[src/rtl/apb_req_arbiter_if.sv]
// Requester-side and APB-master-side signals of the request arbiter.
// The slave modport is the arbiter's view; master is the surrounding environment.
interface apb_req_arbiter_if #(
    parameter int unsigned NUM_REQ = 4
);
    // Requester side
    logic [NUM_REQ-1:0]    req;
    logic [NUM_REQ-1:0]    req_wr;
    logic [NUM_REQ*8-1:0]  req_addr;
    logic [NUM_REQ*32-1:0] req_wdata;
    logic [NUM_REQ*4-1:0]  req_strb;
    logic [NUM_REQ-1:0]    req_done;
    logic [NUM_REQ-1:0]    req_err;
    logic [31:0]           req_rdata;
    logic [NUM_REQ-1:0]    grant;
    logic                  busy;
    logic                  timeout;

    // APB master command port
    logic                  transfer;
    logic                  write_read;
    logic [7:0]            addr_in;
    logic [31:0]           wdata_in;
    logic [3:0]            strb_in;
    logic                  transfer_done;
    logic                  error;
    logic [31:0]           rdata_out;

    modport slave (
        input  req, req_wr, req_addr, req_wdata, req_strb,
        input  transfer_done, error, rdata_out,
        output req_done, req_err, req_rdata, grant, busy, timeout,
        output transfer, write_read, addr_in, wdata_in, strb_in
    );

    modport master (
        output req, req_wr, req_addr, req_wdata, req_strb,
        output transfer_done, error, rdata_out,
        input  req_done, req_err, req_rdata, grant, busy, timeout,
        input  transfer, write_read, addr_in, wdata_in, strb_in
    );
endinterface

[src/rtl/apb_req_arbiter.sv]
// Round-robin arbiter sharing one APB master command port among NUM_REQ requesters,
// with a per-transfer watchdog and a one-cycle completion pulse back to the winner.
module apb_req_arbiter #(
    parameter int unsigned NUM_REQ     = 4,
    parameter int unsigned TIMEOUT_CYC = 64
) (
    input logic              PCLK,
    input logic              PRESET,
    apb_req_arbiter_if.slave bus
);
    localparam int unsigned IdxW  = $clog2(NUM_REQ);
    localparam int unsigned WdogW = $clog2(TIMEOUT_CYC);

    typedef enum logic [1:0] {StIdle, StBusy, StDone} state_e;

    state_e             state_q;
    logic [IdxW-1:0]    last_ptr_q;
    logic [IdxW-1:0]    gidx_q;
    logic [WdogW-1:0]   wdog_q;
    logic [NUM_REQ-1:0] grant_q;
    logic [NUM_REQ-1:0] req_done_q;
    logic [NUM_REQ-1:0] req_err_q;
    logic [31:0]        req_rdata_q;
    logic               busy_q;
    logic               timeout_q;
    logic               transfer_q;
    logic               write_read_q;
    logic [7:0]         addr_q;
    logic [31:0]        wdata_q;
    logic [3:0]         strb_q;

    logic               pick_vld;
    logic [IdxW-1:0]    pick_idx;
    logic [IdxW-1:0]    scan_idx;

    // First requesting index after the last winner, wrapping modulo NUM_REQ.
    always_comb begin
        pick_vld = 1'b0;
        pick_idx = '0;
        scan_idx = '0;
        for (int unsigned k = 1; k <= NUM_REQ; k++) begin
            scan_idx = IdxW'((32'(last_ptr_q) + k) % NUM_REQ);
            if (!pick_vld && bus.req[scan_idx]) begin
                pick_vld = 1'b1;
                pick_idx = scan_idx;
            end
        end
    end

    always_ff @(posedge PCLK) begin
        if (PRESET) begin
            state_q      <= StIdle;
            last_ptr_q   <= IdxW'(NUM_REQ - 1);
            gidx_q       <= '0;
            wdog_q       <= '0;
            grant_q      <= '0;
            req_done_q   <= '0;
            req_err_q    <= '0;
            req_rdata_q  <= '0;
            busy_q       <= 1'b0;
            timeout_q    <= 1'b0;
            transfer_q   <= 1'b0;
            write_read_q <= 1'b0;
            addr_q       <= '0;
            wdata_q      <= '0;
            strb_q       <= '0;
        end else begin
            unique case (state_q)
                StIdle: begin
                    if (pick_vld) begin
                        write_read_q <= bus.req_wr[pick_idx];
                        addr_q       <= bus.req_addr[pick_idx*8 +: 8];
                        wdata_q      <= bus.req_wdata[pick_idx*32 +: 32];
                        strb_q       <= bus.req_strb[pick_idx*4 +: 4];
                        gidx_q       <= pick_idx;
                        grant_q      <= NUM_REQ'(1) << pick_idx;
                        transfer_q   <= 1'b1;
                        busy_q       <= 1'b1;
                        wdog_q       <= '0;
                        state_q      <= StBusy;
                    end
                end
                StBusy: begin
                    wdog_q <= wdog_q + 1'b1;
                    // transfer_done takes precedence over a coinciding watchdog expiry
                    if (bus.transfer_done) begin
                        transfer_q  <= 1'b0;
                        req_done_q  <= grant_q;
                        req_err_q   <= grant_q & {NUM_REQ{bus.error}};
                        req_rdata_q <= bus.rdata_out;
                        last_ptr_q  <= gidx_q;
                        state_q     <= StDone;
                    end else if (wdog_q == WdogW'(TIMEOUT_CYC - 1)) begin
                        transfer_q  <= 1'b0;
                        req_done_q  <= grant_q;
                        req_err_q   <= grant_q;
                        req_rdata_q <= '0;
                        timeout_q   <= 1'b1;
                        last_ptr_q  <= gidx_q;
                        state_q     <= StDone;
                    end
                end
                StDone: begin
                    req_done_q <= '0;
                    req_err_q  <= '0;
                    timeout_q  <= 1'b0;
                    wdog_q     <= '0;
                    grant_q    <= '0;
                    busy_q     <= 1'b0;
                    state_q    <= StIdle;
                end
                default: state_q <= StIdle;
            endcase
        end
    end

    assign bus.req_done   = req_done_q;
    assign bus.req_err    = req_err_q;
    assign bus.req_rdata  = req_rdata_q;
    assign bus.grant      = grant_q;
    assign bus.busy       = busy_q;
    assign bus.timeout    = timeout_q;
    assign bus.transfer   = transfer_q;
    assign bus.write_read = write_read_q;
    assign bus.addr_in    = addr_q;
    assign bus.wdata_in   = wdata_q;
    assign bus.strb_in    = strb_q;
endmodule

[src/flat_wrapper.sv]
// flat-port wrapper written by rule: the top's interface ports become plain ports
module apb_req_arbiter_flat 
#(
    parameter int unsigned NUM_REQ     = 4,
    parameter int unsigned TIMEOUT_CYC = 64
)
  (PCLK, PRESET, bus_req, bus_req_wr, bus_req_addr, bus_req_wdata, bus_req_strb, bus_transfer_done, bus_error, bus_rdata_out, bus_req_done, bus_req_err, bus_req_rdata, bus_grant, bus_busy, bus_timeout, bus_transfer, bus_write_read, bus_addr_in, bus_wdata_in, bus_strb_in);
  apb_req_arbiter_if #(.NUM_REQ(NUM_REQ)) bus_i ();
  input logic PCLK;
  input logic PRESET;
  input wire logic [$bits(bus_i.req)-1:0] bus_req;
  input wire logic [$bits(bus_i.req_wr)-1:0] bus_req_wr;
  input wire logic [$bits(bus_i.req_addr)-1:0] bus_req_addr;
  input wire logic [$bits(bus_i.req_wdata)-1:0] bus_req_wdata;
  input wire logic [$bits(bus_i.req_strb)-1:0] bus_req_strb;
  input wire logic [$bits(bus_i.transfer_done)-1:0] bus_transfer_done;
  input wire logic [$bits(bus_i.error)-1:0] bus_error;
  input wire logic [$bits(bus_i.rdata_out)-1:0] bus_rdata_out;
  output wire logic [$bits(bus_i.req_done)-1:0] bus_req_done;
  output wire logic [$bits(bus_i.req_err)-1:0] bus_req_err;
  output wire logic [$bits(bus_i.req_rdata)-1:0] bus_req_rdata;
  output wire logic [$bits(bus_i.grant)-1:0] bus_grant;
  output wire logic [$bits(bus_i.busy)-1:0] bus_busy;
  output wire logic [$bits(bus_i.timeout)-1:0] bus_timeout;
  output wire logic [$bits(bus_i.transfer)-1:0] bus_transfer;
  output wire logic [$bits(bus_i.write_read)-1:0] bus_write_read;
  output wire logic [$bits(bus_i.addr_in)-1:0] bus_addr_in;
  output wire logic [$bits(bus_i.wdata_in)-1:0] bus_wdata_in;
  output wire logic [$bits(bus_i.strb_in)-1:0] bus_strb_in;
  assign bus_i.req = bus_req;
  assign bus_i.req_wr = bus_req_wr;
  assign bus_i.req_addr = bus_req_addr;
  assign bus_i.req_wdata = bus_req_wdata;
  assign bus_i.req_strb = bus_req_strb;
  assign bus_i.transfer_done = bus_transfer_done;
  assign bus_i.error = bus_error;
  assign bus_i.rdata_out = bus_rdata_out;
  assign bus_req_done = bus_i.req_done;
  assign bus_req_err = bus_i.req_err;
  assign bus_req_rdata = bus_i.req_rdata;
  assign bus_grant = bus_i.grant;
  assign bus_busy = bus_i.busy;
  assign bus_timeout = bus_i.timeout;
  assign bus_transfer = bus_i.transfer;
  assign bus_write_read = bus_i.write_read;
  assign bus_addr_in = bus_i.addr_in;
  assign bus_wdata_in = bus_i.wdata_in;
  assign bus_strb_in = bus_i.strb_in;
  apb_req_arbiter #(.NUM_REQ(NUM_REQ), .TIMEOUT_CYC(TIMEOUT_CYC)) u_core (.PCLK(PCLK), .PRESET(PRESET), .bus(bus_i));
endmodule
[config.mk]
export PLATFORM = sky130hd
export DESIGN_NAME = apb_req_arbiter_flat
export DESIGN_NICKNAME = d
export VERILOG_FILES = /design/src/rtl/apb_req_arbiter_if.sv /design/src/rtl/apb_req_arbiter.sv /design/src/flat_wrapper.sv
export SDC_FILE = /design/constraint.sdc
export NUM_CORES = 1
export LEC_CHECK = 0
export CAP_MARGIN = 5
export CORE_ASPECT_RATIO = 0.9
export CORE_MARGIN = 2
export CORE_UTILIZATION = 38
export DETAILED_ROUTE_END_ITERATION = 10
export GPL_TIMING_DRIVEN = 1
export HOLD_SLACK_MARGIN = 0.12
export PLACE_DENSITY_LB_ADDON = 0.1
export SYNTH_ARGS = -nofsm -noshare
export SYNTH_HDL_FRONTEND = slang
export SYNTH_SLANG_ARGS = --single-unit
[constraint.sdc]
create_clock -name PCLK -period 2.5 [get_ports PCLK]
set_input_delay 0.5 -clock PCLK [delete_from_list [all_inputs] [get_ports PCLK]]
set_output_delay 0.5 -clock PCLK [all_outputs]
set_load 0.1 [all_outputs]
[Word-level counts from Yosys, hierarchy flattened]
Index checks and enable logic that the tools add are counted.
Word-level totals
  bits in registers: 104
  logic and storage cells: 100
  input port bits: 220
Operators by class
  reductions and logical operators: 20
  magnitude comparators: 5
  equal/unequal tests: 7
  add/sub/neg operators: 5
  muxes and demuxes: 43
  bitwise operators: 1
  shift operators: 4
Operator list (number)
  indexed part select 128 x 8 -> 32 bit: 1
  two-way mux 32 bit: 2
  indexed part select 32 x 6 -> 8 bit: 1
  case mux 4 bit (2 select lines): 3
  two-way mux 2 bit: 9
  case mux 6 bit (3 select lines): 1
  two-way mux 4 bit: 4
  indexed part select 16 x 5 -> 4 bit: 1
  less-than comparator 2 x 3 -> 1 bit, second input constant: 5
  two-way mux 1 bit: 14
  AND reduction 2 bit: 6
  binary-select mux 1 bit (select 2 bit): 5
  nonzero test 2 bit: 4
  adder 6 x 1 -> 6 bit, second input constant: 1
  == test 6 bit, second input constant: 1
  two-way mux 6 bit: 1
  case mux 1 bit (2 select lines): 3
  AND reduction 3 bit: 2
  adder 2 x 1 -> 2 bit, second input constant: 2
  adder 2 bit, second input constant: 2
  AND 4 bit: 1
  != test 2 x 1 -> 1 bit, second input constant: 2
  case mux 2 bit (2 select lines): 1
  left shift 1 x 2 -> 4 bit, first input constant: 1
  other kinds (8): 12

[Depth between registers and ports, before layout]
Gate-level depths: netlist of the first run.
  depth in word-level cells: 16
  mapped depth: 9

[Least setup slack after synthesis of the first run]
Ideal clock, no wire load.
  path kind: input -> register
  from: in bus_req[0]
  to: reg u_core.wdata_q[10] (netlist: u_core.bus.wdata_in[10])
  required time: 2.382 ns
  stages on the path: 7
  slack: 0.590 ns
  arrival time: 1.792 ns
  setup time: 0.118 ns
  cell sequence: buf_2 and3b_1 a311o_2 buf_6 a221o_1 nand2_1 o21ai_1
Between the ends
  cells in the longest elaborated chain, start to end: 13
RTL lines
  start: declaration: line flat_wrapper.sv:11  | input wire logic [$bits(bus_i.req)-1:0] bus_req;
  binary-select mux 1 bit (select 2 bit): line apb_req_arbiter.sv:43  | if (!pick_vld && bus.req[scan_idx]) begin
  two-way mux 1 bit (not written as such): line apb_req_arbiter.sv:43
  two-way mux 1 bit: line apb_req_arbiter.sv:43
  logical NOT 1 bit: line apb_req_arbiter.sv:43
  logical AND 1 bit: line apb_req_arbiter.sv:43
  two-way mux 1 bit: line apb_req_arbiter.sv:43
  logical NOT 1 bit: line apb_req_arbiter.sv:43
  logical AND 1 bit: line apb_req_arbiter.sv:43
  two-way mux 1 bit: line apb_req_arbiter.sv:43
  logical NOT 1 bit: line apb_req_arbiter.sv:43
  logical AND 1 bit: line apb_req_arbiter.sv:43
  two-way mux 2 bit / two-way mux 1 bit (equally long branches): line apb_req_arbiter.sv:43
  indexed part select 128 x 8 -> 32 bit / AND reduction 2 bit (equally long branches)
  end signal: assignment: line apb_req_arbiter.sv:73  | wdata_q <= bus.req_wdata[pick_idx*32 +: 32];
  end: declaration: line apb_req_arbiter.sv:29  | logic [31:0] wdata_q;
Parallel ways exist; a longest one is shown, timed or not. The select of a mux whose other input is x is not followed.
A chain may end at the register's enable or synchronous reset.

[Worst setup path after layout of the first run]
  from: in bus_req[1]
  to: reg u_core.wdata_q[7] (netlist: u_core.bus.wdata_in[7])
Same word-level chain as after synthesis.

==> impl_metrics.json, run 1 <==
{
  "worstSetupPathDepth": 7,
  "final.min_clock_period_ps": 2170,
  "synth.net_count": 864,
  "worstHoldPathCells": 2,
  "post_synth_inst_count": 637,
  "hold_path_startpoint": "u_core.gidx_q[1]$_SDFFE_PP0P_",
  "route.antenna.remaining_nets": 0,
  "timing.hold.worst.class": "flip-flop to flip-flop",
  "rows": 41,
  "grt_pass1_vias": 5718,
  "cts-buffers-inserted": 9,
  "count_of_warnings_emitted_by_yosys": 0,
  "drt_first_iter_violations": 275,
  "timing.critical_path.buf_inv": 2,
  "setup.worst_path.end_class": "flip-flop",
  "critPathMaxStageDelay_ps": 590,
  "total_power_w": 0.00748,
  "grt_overflow": 0,
  "slew_violations": 0,
  "worst_r2r_endpoint": "u_core.bus.wdata_in[7]$_SDFFE_PP0P_",
  "worst_case_vdd_ir_drop_v": 0.000457,
  "synth.ff_latch_count": 104,
  "tritoncts": "yes",
  "p_per_area_nw_per_um2": 854,
  "io-pin-count": 312,
  "most_common_cell_after_layout_fill_and_taps_aside": "clkdlybuf4s50_1",
  "max_slew.worst_pin.slew_ps": 645,
  "synth.cell_area_um2": 5330,
  "initial_utilization": 0.384,
  "path_class": "primary input to flip-flop",
  "report.final.hold_viol_count": 0,
  "crit_arrival_ps": 2410,
  "syn-mean-instance-area_um2": 8.36,
  "remaining_drc_errors": 0,
  "die_w_um": 129,
  "gp_congestion": 0.855,
  "detailroute.via_count": 5919,
  "antennaDiodeCount": 0,
  "setup-violations-final": 0,
  "design.die.area_um2": 15000,
  "num-fill-cells": 1208,
  "clock-sinks": 104,
  "maxCapViolations": 0,
  "skew_ps": 9.68,
  "cts.root.buffer_cell": "clkbuf_16",
  "wire_length_per_cell_after_detailed_routing_um": 17.1,
  "vias_per_cell": 5.34,
  "outcome": "finished clean",
  "setup.worst_path.start_class": "primary input",
  "cts_post_setup_buffers_inserted": 0,
  "min_to": "u_core.gidx_q[1]$_SDFFE_PP0P_",
  "cts_max_path_buffers": 2,
  "sequential_element_share_of_the_synthesized_area": 0.391,
  "ctsHtreeMaxLevel": 3,
  "num-nets-final": 1159,
  "post_route_cells_drive_above_1_share": 0.165,
  "grt_antenna_before_repair": 0,
  "grt_pass1_wl_mm": 28.8,
  "mostFrequentLayoutCells": "clkdlybuf4s50_1, nor2_1, buf_4",
  "port_buffers": 311,
  "fin_crit_sh": 0.868,
  "worst-path-max-fanout": 12,
  "grt_start_max_net_pins": 33,
  "gr-usage-all-layers": 0.243,
  "maxSlewHeadroom": 0.568,
  "r2r_startpoint": "u_core.last_ptr_q[1]$_SDFFE_PP1P_",
  "required_ps": 2740,
  "utilization": 0.632,
  "dp_hpwl_mm": 14.5,
  "ff2ff_path_depth": 5,
  "area.growth.synth_to_final_pct": 64.5,
  "critPathSlowestCell": "clkdlybuf4s50_1",
  "synth_cell_type_count": 46,
  "core_area_um2": 13900,
  "critPathTopFamily": "buffers and inverters",
  "routed_wire_length_mm": 19.0,
  "highest_attainable_clock_frequency_mhz": 461,
  "dieHeight_um": 116,
  "rsz0062_at_grt": "false",
  "r2r_slack_ps": 530,
  "detailedRoute.firstPassIterationCount": 5,
  "timing.critical_path.cells": "clkdlybuf4s50_1 > nor2b_1 > a21oi_1 > o221a_4 > buf_4 > mux2i_1 > o21ai_1",
  "insertion_delay_ps": 360,
  "clkTransAtPathRegs_ps": 70,
  "power.leakage_nw": 3.72
}
state kept, by name (all words and copies together), names as in the netlist, 2 cells and up:
signal,count
u_core.bus.req_rdata,32
u_core.gidx_q,2
u_core.bus.wdata_in,32
u_core.bus.strb_in,4
u_core.wdog_q,6
u_core.state_q,2
u_core.bus.req_err,4
u_core.bus.addr_in,8
u_core.bus.req_done,4
u_core.bus.grant,4
u_core.last_ptr_q,2
power by group:
part / internal [W] / switching, W / total (W)
Clock: 0.000810 / 0.000711 / 0.00152
Sequential: 0.00192 / 0.000163 / 0.00208
Combinational: 0.00119 / 0.00270 / 0.00388
Total: 0.00391 / 0.00357 / 0.00748
Yosys cell counts (all sizes together):
library cell,instances,share of area
and3b,1,0.0016
a21boi,1,0.0014
nand2b,1,0.0012
nor3,1,0.00094
a221o,32,0.060
a221oi,14,0.026
inv,8,0.0056
dfxtp,104,0.39
nand2,79,0.056
xnor2,1,0.0016
a22o,1,0.0016
nand3,5,0.0047
a22oi,36,0.051
a21o,1,0.0014
o221a,1,0.0021
or2,13,0.015
ha,7,0.016
and2,3,0.0035
o22ai,14,0.016
o41a,1,0.0021
nor2,115,0.082
and2b,1,0.0014
a211oi,4,0.0056
o21bai,15,0.021
buf,26,0.034
o21ai,40,0.038
nand3b,8,0.011
a211o,2,0.0033
a21oi,10,0.0094
mux2i,49,0.092
nand4,3,0.0035
o2bb2ai,1,0.0016
nor2b,2,0.0023
xor2,4,0.0066
and3,2,0.0023
o41ai,1,0.0016
o21a,1,0.0014
clkbuf,26,0.018
a31oi,1,0.0012
o211a,1,0.0019
a311o,1,0.0021
worst max path at each step:
stage | slack, ps | end | startpoint
final | 330 | u_core.bus.wdata_in[7]$_SDFFE_PP0P_ | bus_req[1]
after global routing | 200 | u_core.bus.wdata_in[1]$_SDFFE_PP0P_ | bus_req[1]
after CTS | 220 | u_core.bus.wdata_in[30]$_SDFFE_PP0P_ | bus_req[0]
after detailed placement | -150 | u_core.bus.wdata_in[30]$_SDFFE_PP0P_ | bus_req[0]
after global placement | -20 | u_core.bus.wdata_in[25]$_SDFFE_PP0P_ | bus_req[0]
after floorplan | 590 | u_core.bus.wdata_in[10]$_SDFFE_PP0P_ | bus_req[0]
through the flow:
stage,hold WS [ps],setup TNS (ps),std cells,worst slack (ps),area [µm²]
5_1_grt,485,0,1109,197,8760
3_5_place_dp,449,-1620,1093,-146,8430
3_3_place_gp,446,-106,1093,-17.2,8430
6_report,460,0,1109,330,8760
2_1_floorplan,435,0,637,590,5330
4_1_cts,460,0,1109,220,8750
cells by family after synthesis:
kind of cell             synth area share
XOR/XNOR                          0.00822
AO/OA/AOI/OAI                       0.249
flip-flops                          0.391
multiplexers                       0.0921
buffers and inverters              0.0576
adder cells (fa/ha/maj)            0.0164
AND/OR/NAND/NOR                     0.185
area by class of cell:
type | count | area [µm²] | area share
repair buffers | 336 | 3140 | 0.359
multi-input cells | 473 | 2970 | 0.339
flip-flops and latches | 104 | 2080 | 0.238
clock buffers | 9 | 225 | 0.0257
well taps | 172 | 215 | 0.0246
clock inverters | 7 | 95.1 | 0.0109
inverters | 8 | 30.0 | 0.00343
routing by layer:
| metal | vias up | part of all wire | global-route usage |
|---|---|---|---|
| li1 | 2876 | - | - |
| met1 | 2788 | 0.39 | 0.274 |
| met2 | 238 | 0.51 | 0.455 |
| met3 | 17 | 0.079 | 0.0710 |
| met4 | 0 | 0.014 | 0.0572 |
| met5 | - | 0 | 0 |
what timing repair did:
action	4_1_cts	5_1_grt
hold buffers	0	0
endpoints found under the setup margin	0	4
gates resized for setup	0	1
endpoints found under the hold margin	0	0
worst min-delay path, cell delays in order (launching register included):
cell     delay, ps
dfxtp_1        310
nand2_1         50
a21oi_1         50
Note: power is estimated with default switching activity, not from simulation.
==> run 2, diff against run 1 <==
--- a/config.mk
+++ b/config.mk
@@ -6,7 +6,7 @@
 export NUM_CORES = 1
 export LEC_CHECK = 0
 export CAP_MARGIN = 5
-export CORE_ASPECT_RATIO = 0.9
+export CORE_ASPECT_RATIO = 1.5
 export CORE_MARGIN = 2
 export CORE_UTILIZATION = 38
 export DETAILED_ROUTE_END_ITERATION = 10
==> constraint.sdc (replaced) <==
create_clock -name PCLK -period 2.5 [get_ports PCLK]
set_input_delay 0.5 -clock PCLK [delete_from_list [all_inputs] [get_ports PCLK]]
set_output_delay 0.5 -clock PCLK [all_outputs]
set_load 0.005 [all_outputs]
==> run 2 against run 1 <==
First-iteration DRC count is 17% lower. Sequential share of layout area is 0.60 points lower. Count of clock-buffer cells in the layout stayed put. Maximum frequency is 3.2% lower. Register-to-register slack better by 20 ps. Critical endpoint is now u_core.bus.wdata_in[18]$_SDFFE_PP0P_. Largest cell class unchanged. Largest power group unchanged. Highest routed layer unchanged.
==> impl_metrics.json, run 2 (synthesized netlist as in run 1, its figures left out) <==
{
  "rsz0062_at_grt": "false",
  "routed_wire_length_mm": 19.6,
  "setup.worst_path.start_class": "primary input",
  "postCtsHoldBufs": 0,
  "groute.layer.met1.usage": 0.291,
  "initial_utilization": 0.384,
  "port_buffers": 311,
  "critPathSlowestCell": "clkdlybuf4s50_1",
  "ctsHtreeMaxLevel": 3,
  "setup-violations-final": 0,
  "slew_violations": 0,
  "seqCellArea_um2": 2080,
  "cts_post_setup_buffers_inserted": 0,
  "num-fill-cells": 1164,
  "timing.hold.worst.class": "flip-flop to flip-flop",
  "critPathTopFamily": "buffers and inverters",
  "grt_overflow": 0,
  "worst_case_vdd_ir_drop_v": 0.000414,
  "grt_pass1_wl_mm": 30.2,
  "dp_hpwl_mm": 14.7,
  "path_class": "primary input to flip-flop",
  "crit_arrival_ps": 2510,
  "skew_ps": 7.55,
  "insertion_delay_ps": 340,
  "gp_congestion": 0.882,
  "drt_first_iter_violations": 228,
  "outcome": "finished clean",
  "gr-usage-all-layers": 0.252,
  "cp_launch_point": "bus_req[3]",
  "clock-sinks": 104,
  "grt_antenna_before_repair": 1,
  "worst-path-max-fanout": 26,
  "dieHeight_um": 149,
  "fin_crit_sh": 0.897,
  "timing.critical_path.cells": "clkdlybuf4s50_1 > buf_4 > buf_4 > o41ai_2 > buf_4 > a221o_1 > nand2_1 > o21ai_1",
  "critPathMaxStageDelay_ps": 510,
  "grtUsageMet3": 0.0515,
  "vias_per_cell": 5.37,
  "setup.worst_path.end_class": "flip-flop",
  "die_w_um": 101,
  "critical_path.most_common_cell": "buf_4",
  "mostFrequentLayoutCells": "clkdlybuf4s50_1, nor2_1, dfxtp_1",
  "grt_start_max_net_pins": 62,
  "timing.critical_path.buf_inv": 4,
  "detailedRoute.firstPassIterationCount": 4,
  "utilization": 0.648,
  "highest_attainable_clock_frequency_mhz": 446,
  "total_power_w": 0.00579,
  "report.final.hold_viol_count": 0,
  "maxCapViolations": 0,
  "post_route_cells_drive_above_1_share": 0.0672,
  "hold_path_startpoint": "u_core.bus.req_done[2]$_SDFFE_PP0P_",
  "clkTransAtPathRegs_ps": 70,
  "maxSlewHeadroom": 0.539,
  "route.antenna.remaining_nets": 0,
  "max_slew.worst_pin.slew_ps": 692,
  "most_common_cell_after_layout_fill_and_taps_aside": "clkdlybuf4s50_1",
  "grt_pass1_vias": 6040,
  "cts.root.buffer_cell": "clkbuf_16",
  "detailroute.via_count": 5924,
  "design.die.area_um2": 15000,
  "final.min_clock_period_ps": 2240,
  "r2r_startpoint": "u_core.last_ptr_q[1]$_SDFFE_PP1P_",
  "required_ps": 2760,
  "grt.busiest_layer": "met2",
  "cts-buffers-inserted": 9,
  "number_of_gates_resized_after_cts": 0,
  "core_area_um2": 13900,
  "p_per_area_nw_per_um2": 644,
  "io-pin-count": 312,
  "power.leakage_nw": 3.57,
  "wire_length_per_cell_after_detailed_routing_um": 17.7,
  "remaining_drc_errors": 0,
  "rows": 53,
  "tritoncts": "yes",
  "groute.layer.met2.usage": 0.455,
  "num-nets-final": 1160,
  "cts_max_path_buffers": 2,
  "multi_input_comb_area_um2": 2950,
  "area.growth.synth_to_final_pct": 68.7
}
## run 2: changes by cell type in the layout (fill, tap and decap cells not counted), sizes merged
cell           previous run  this run
buf                     118        27
clkdlybuf4s50           218       310
clkinv                    2         3
clkinvlp                  0         1
diode                     0         1
inv                      12        10
## run 2: worst paths after layout
path	end	slack [ps]	cells past startpoint
setup / recovery	u_core.bus.wdata_in[18]$_SDFFE_PP0P_	260	8
hold / removal	u_core.bus.req_done[2]$_SDFFE_PP0P_	470	2
setup reg to reg	u_core.bus.wdata_in[18]$_SDFFE_PP0P_	550	6
hold reg to reg	u_core.bus.req_done[2]$_SDFFE_PP0P_	470	2
## run 2: area by class of cell
type | instances | area share
tap | 165 | 0.0230
inverter | 8 | 0.00334
sequential | 104 | 0.232
antenna | 1 | 0.000279
timing repair buffer | 337 | 0.381
clock buffer | 9 | 0.0251
clock inverter | 7 | 0.00780
multi-input combinational | 473 | 0.328
## run 2: stage by stage
| step | instance area (µm²) | setup slack, ps | hold slack [ps] | TNS, ps | cells |
|---|---|---|---|---|---|
| 2_1_floorplan | 5330 | 590 | 435 | 0 | 637 |
| 3_3_place_gp | 8690 | 25.4 | 440 | 0 | 1087 |
| 3_5_place_dp | 8690 | -52.1 | 456 | -512 | 1087 |
| 4_1_cts | 8980 | 297 | 470 | 0 | 1103 |
| 5_1_grt | 8980 | 157 | 483 | 0 | 1104 |
| 6_report | 8980 | 258 | 465 | 0 | 1104 |
## run 2: per-layer routing
layer  vias to the layer above  routed length [µm]  part of all wire
met5                         -                   0                 0
li1                       2886                   -                 -
met1                      2762                7470              0.38
met4                         0                 502             0.026
met2                       243               10100              0.52
met3                        33                1490             0.076
## run 2: where the power goes
group	total (W)	switching [W]	internal [W]
clock network	0.00143	0.000647	0.000779
logic	0.00229	0.00100	0.00129
registers	0.00207	0.000154	0.00192
total	0.00579	0.00181	0.00398
## run 2: worst reg2reg max path, cell delays in order, from the launching register on
cell	delay, ps
dfxtp_1	460
o21bai_1	230
a311o_2	460
buf_12	190
a221o_1	340
nand2_1	70
o21ai_1	80
